### config.mk
export PLATFORM = sky130hd
export DESIGN_NAME = dispatch_alloc
export DESIGN_NICKNAME = d
export VERILOG_FILES = /design/src/rtl/dispatch_alloc.sv
export SDC_FILE = /design/constraint.sdc
export NUM_CORES = 1
export LEC_CHECK = 0
export BUFFER_PORTS_ARGS = -buffer_cell sky130_fd_sc_hd__buf_4
export CORE_MARGIN = 4
export CORE_UTILIZATION = 50
export CTS_CLUSTER_DIAMETER = 30
export DETAILED_ROUTE_END_ITERATION = 10
export PLACE_DENSITY = 0.66
export SETUP_SLACK_MARGIN = 0.15
export SYNTH_ARGS = -nofsm -noshare
export SYNTH_HDL_FRONTEND = slang
export SYNTH_SLANG_ARGS = --single-unit
### constraint.sdc
create_clock -name clk -period 11.4 [get_ports clk]
set_input_delay 1.14 -clock clk [delete_from_list [all_inputs] [get_ports clk]]
set_output_delay 1.14 -clock clk [all_outputs]
set_load 0.01 [all_outputs]
### src/rtl/dispatch_alloc.sv
// In-order tag allocator: two-wide dispatch into a DEPTH-entry circular reorder window.
// Optional retire-underflow checking is enabled by defining YSYX22040228_ALLOC_ERRCHK_EN.
module dispatch_alloc #(
    parameter int unsigned DEPTH = 8,
    parameter int unsigned PC_W  = 64,
    parameter int unsigned RA_W  = 5,
    localparam int unsigned TW   = $clog2(DEPTH),
    localparam int unsigned CW   = TW + 1
) (
    input  logic            clk,
    input  logic            rst,
    input  logic            flush,
    input  logic            in1_valid,
    input  logic [PC_W-1:0] in1_pc,
    input  logic [RA_W-1:0] in1_rd,
    input  logic            in1_rdena,
    input  logic            in2_valid,
    input  logic [PC_W-1:0] in2_pc,
    input  logic [RA_W-1:0] in2_rd,
    input  logic            in2_rdena,
    output logic            alloc_stop,
    output logic            out1_valid,
    output logic [TW-1:0]   out1_tag,
    output logic [PC_W-1:0] out1_pc,
    output logic [RA_W-1:0] out1_rd,
    output logic            out1_rdena,
    output logic            out2_valid,
    output logic [TW-1:0]   out2_tag,
    output logic [PC_W-1:0] out2_pc,
    output logic [RA_W-1:0] out2_rd,
    output logic            out2_rdena,
    input  logic [1:0]      ret_cnt,
    input  logic [TW-1:0]   lk_tag,
    output logic [PC_W-1:0] lk_pc,
    output logic [RA_W-1:0] lk_rd,
    output logic            lk_rdena,
    output logic [TW-1:0]   head_tag,
    output logic [TW-1:0]   tail_tag,
    output logic [CW-1:0]   count,
    output logic            err_underflow
);

    logic [TW-1:0]   head_q, head_d, tail_q, tail_d;
    logic [CW-1:0]   count_q, count_d;
    logic [PC_W-1:0] pc_q    [DEPTH];
    logic [RA_W-1:0] rd_q    [DEPTH];
    logic            rdena_q [DEPTH];
    logic            wr1, wr2, under;
    logic [1:0]      nalloc, ret_lim, nret;

    assign alloc_stop = (count_q > CW'(DEPTH - 2));

    always_comb begin
        wr1     = in1_valid & ~alloc_stop & ~flush;
        wr2     = wr1 & in2_valid;
        nalloc  = {1'b0, wr1} + {1'b0, wr2};
        ret_lim = (ret_cnt == 2'd3) ? 2'd2 : ret_cnt;
        under   = 1'b0;
`ifdef YSYX22040228_ALLOC_ERRCHK_EN
        under   = (CW'(ret_cnt) > count_q);
        // count below 2 here, so its low bits hold the clamped value
        nret    = (CW'(ret_lim) > count_q) ? count_q[1:0] : ret_lim;
`else
        nret    = ret_lim;
`endif
        head_d  = head_q + TW'(nret);
        tail_d  = tail_q + TW'(nalloc);
        count_d = count_q + CW'(nalloc) - CW'(nret);
    end

    always_ff @(posedge clk) begin
        if (wr1) begin
            pc_q[tail_q]    <= in1_pc;
            rd_q[tail_q]    <= in1_rd;
            rdena_q[tail_q] <= in1_rdena;
        end
        if (wr2) begin
            pc_q[tail_q + TW'(1)]    <= in2_pc;
            rd_q[tail_q + TW'(1)]    <= in2_rd;
            rdena_q[tail_q + TW'(1)] <= in2_rdena;
        end
    end

    always_ff @(posedge clk) begin
        if (rst) begin
            head_q     <= '0;
            tail_q     <= '0;
            count_q    <= '0;
            out1_valid <= 1'b0;
            out2_valid <= 1'b0;
            out1_tag   <= '0;
            out2_tag   <= '0;
            out1_pc    <= '0;
            out2_pc    <= '0;
            out1_rd    <= '0;
            out2_rd    <= '0;
            out1_rdena <= 1'b0;
            out2_rdena <= 1'b0;
        end else if (flush) begin
            // head is kept so tags stay monotonic across the squash
            tail_q     <= head_q;
            count_q    <= '0;
            out1_valid <= 1'b0;
            out2_valid <= 1'b0;
        end else begin
            head_q     <= head_d;
            tail_q     <= tail_d;
            count_q    <= count_d;
            out1_valid <= wr1;
            out2_valid <= wr2;
            if (wr1) begin
                out1_tag   <= tail_q;
                out1_pc    <= in1_pc;
                out1_rd    <= in1_rd;
                out1_rdena <= in1_rdena;
            end
            if (wr2) begin
                out2_tag   <= tail_q + TW'(1);
                out2_pc    <= in2_pc;
                out2_rd    <= in2_rd;
                out2_rdena <= in2_rdena;
            end
        end
    end

`ifdef YSYX22040228_ALLOC_ERRCHK_EN
    logic err_q;
    always_ff @(posedge clk) begin
        if (rst)
            err_q <= 1'b0;
        else if (!flush && under)
            err_q <= 1'b1;
    end
    assign err_underflow = err_q;
`else
    assign err_underflow = 1'b0;
`endif

    assign lk_pc    = pc_q[lk_tag];
    assign lk_rd    = rd_q[lk_tag];
    assign lk_rdena = rdena_q[lk_tag];
    assign head_tag = head_q;
    assign tail_tag = tail_q;
    assign count    = count_q;

endmodule

==> results.cfg <==
[placement]
placed_area_um2 = 37300
port_buffers = 378
place_congestion = 0.766
dpl.hpwl_um = 51300

[timing]
fmax_mhz = 205
fin_crit_sh_pct = 42.8
rsz0062_at_grt = false
finalMaxSlewViolations = 0
finalSetupViolCount = 0
min_period_ns = 4.88
maxSlewHeadroom_pct = 20.2
tightest_slew_ns = 1.20
setup_tns_ns = 0
finalClockSkew_ns = 0.0194
hold_viol_final = 0

[final_layout]
area_growth_pct = 27.2
drive_gt1_share_pct = 53.0
finalInstanceArea_um2 = 42900
nets = 2751

[clock_tree]
clk_pin_slew_worst_paths_ns = 0.04
worstSkewPairLatency_ns = 0.71
cts_root_buf = clkbuf_16
h-tree-depth = 4
ctsLongestPathBuffers = 3
cts_resized = 0
postCtsSetupBuffers = 0
cts_tree = yes
cts_buffers = 158
holdBufCountCts = 0
clock_sinks = 718

[global_route]
grt_pass1_vias = 22500
overflow = 0
antenna_found_initial = 4
grt.total_usage_pct = 26.8
grt_first_pass_wirelength_um = 142000
grt_max_degree = 92

[synth]
synth.avg_cell_area_um2 = 15.5
synthCells = 2179
synth_top_area_cell = edfxtp_1
synth_nets = 2341
synthFlopType = edfxtp_1
synth_area_leaders = edfxtp_1, mux2_2, dfxtp_1
synth_edf_count = 560
synth_cell_type_count = 40
syn-cell-area_um2 = 33700
synth.most_common_cell = edfxtp_1
yosysSeqAreaShare_pct = 59.3
ys.warnings.count = 0
async_flop_share_pct = 0
synth_commonest_cells = edfxtp_1, mux2_2, nand2_1
ys_seq_elements = 718
synth_top_area_share_pct = 49.9

[floorplanning]
start_util_pct = 50.8
design.die.area_um2 = 71600
num_rows = 94
dieWidth_um = 268
die_y_um = 268
pin_count = 380
core_um2 = 66300

[pwr]
power.leakage_nw = 15.7
p_per_area_nw_per_um2 = 193
p_int_mw = 6.50
peakVddDrop_mv = 0.188
seqPwrFrac_pct = 35.4
p_sw_share_pct = 21.6
design_power_total_mw = 8.29
clkPwrFrac_pct = 56.8
p_switching_mw = 1.79
pwr-share-comb_pct = 7.7

[critical_path]
required_ns = 10.26
crit_type = in -> out
crit_arrival_ns = 3.74
crit_start = lk_tag[0]
worstSetupStartpointType = primary input
rr_startpoint = tail_tag[0]
worstSetupEndpointType = output port
cp_max_fo = 60

[worst_hold_path]
hp-start = out1_pc[11]
hold_path.class = reg -> reg

[route]
antenna_left = 0
drc = 0
drt_iter0_markers = 1638
vias_per_cell = 5.91
wl_per_cell_um = 26.9
drt_wl_total_um = 96300
dr.pass1.iters = 7
vias = 21200

[flow_run]
maxCapViolCount = 0

[run_status]
status = finished clean
-- stage by stage --
stage / cells / setup WS, ns / util [%] / hold slack [ns]
2_1_floorplan: 2179 / 5.56 / - / 0.481
3_3_place_gp: 3293 / 6.46 / 56.2 / 0.442
3_5_place_dp: 3293 / 6.45 / 56.2 / 0.447
4_1_cts: 3584 / 6.45 / 64.6 / 0.453
5_1_grt: 3586 / 6.31 / 64.6 / 0.462
6_report: 3587 / 6.52 / 64.6 / 0.453
-- metal layers --
layer	vias up	global-route usage [%]	share of wire, %
met1	11000	35.3	41
met5	-	0	0.028
met2	793	44.3	50
li1	9268	-	-
met4	4	8.73	2.0
met3	147	6.29	7.2
-- layout make-up --
| cell class | instances | area [µm²] |
|---|---|---|
| diodes | 3 | 7.51 |
| clock buffers | 191 | 4300 |
| clock inverters | 100 | 1270 |
| fillers | 4788 | 23500 |
| inverters | 10 | 38.8 |
| multi-input cells | 1295 | 13100 |
| flip-flops and latches | 718 | 20000 |
| well taps | 864 | 1080 |
| repair buffers | 406 | 3060 |
-- worst paths after layout --
| kind | to | slack (ns) | depth (start not counted) |
|---|---|---|---|
| worst min-delay path | out1_pc[11] | 0.45 | 2 |
| worst min register to register | out1_pc[11] | 0.45 | 2 |
| worst max register to register | pc_q[1][20] | 7.16 | 6 |
| worst max-delay path | lk_pc[26] | 6.52 | 5 |
-- logic make-up after synthesis --
| kind of cell | synth area share, % |
|---|---|
| and+or+nand+nor | 4.09 |
| muxes | 31.2 |
| DFF | 59.3 |
| AOI/OAI and AO/OA | 2.48 |
| buffers and inverters | 2.29 |
| other | 0.0111 |
| xor gates and xnor gates | 0.130 |
| adders and majority gates | 0.534 |
-- worst max-delay path, cell delays in order --
cell	delay (ns)
buf_8	0.56
buf_4	0.90
mux4_2	0.60
mux2_2	0.31
buf_4	0.16
-- sequential cells by signal (all words and copies together) (netlist names) --
register	cells
count	4
tail_tag	3
out1_rd	5
out1_valid	1
out2_rd	5
head_tag	3
pc_q	512
rd_q	40
out2_tag	3
out1_pc	64
out1_tag	3
out2_valid	1
out2_rdena	1
out1_rdena	1
rdena_q	8
out2_pc	64
-- power groups by stage --
stage / Sequential (mW) / Clock [mW] / Combinational (mW)
after floorplan: 2.99 / 0 / 0.341
after global placement: 2.98 / 0 / 0.627
after detailed placement: 2.98 / 0 / 0.642
after CTS: 2.94 / 4.77 / 0.647
after global routing: 2.94 / 4.91 / 0.688
final: 2.94 / 4.71 / 0.642
-- cells in the final DEF (no fill, tap or decap), drive strengths merged, types with 3 or more instances in the layout --
master and n:
clkinv 61, ha 8, nor2 19, nand3 6, buf 406, clkinvlp 8
mux2 630, nor3b 5, a21oi 156, clkbuf 191, mux4 140, nand2 297
dfxtp 158, nand2b 3, edfxtp 560, xnor2 3, fa 4, inv 13
diode 3, bufinv 28, nor3 4
Power figures use the tool's default switching activity.
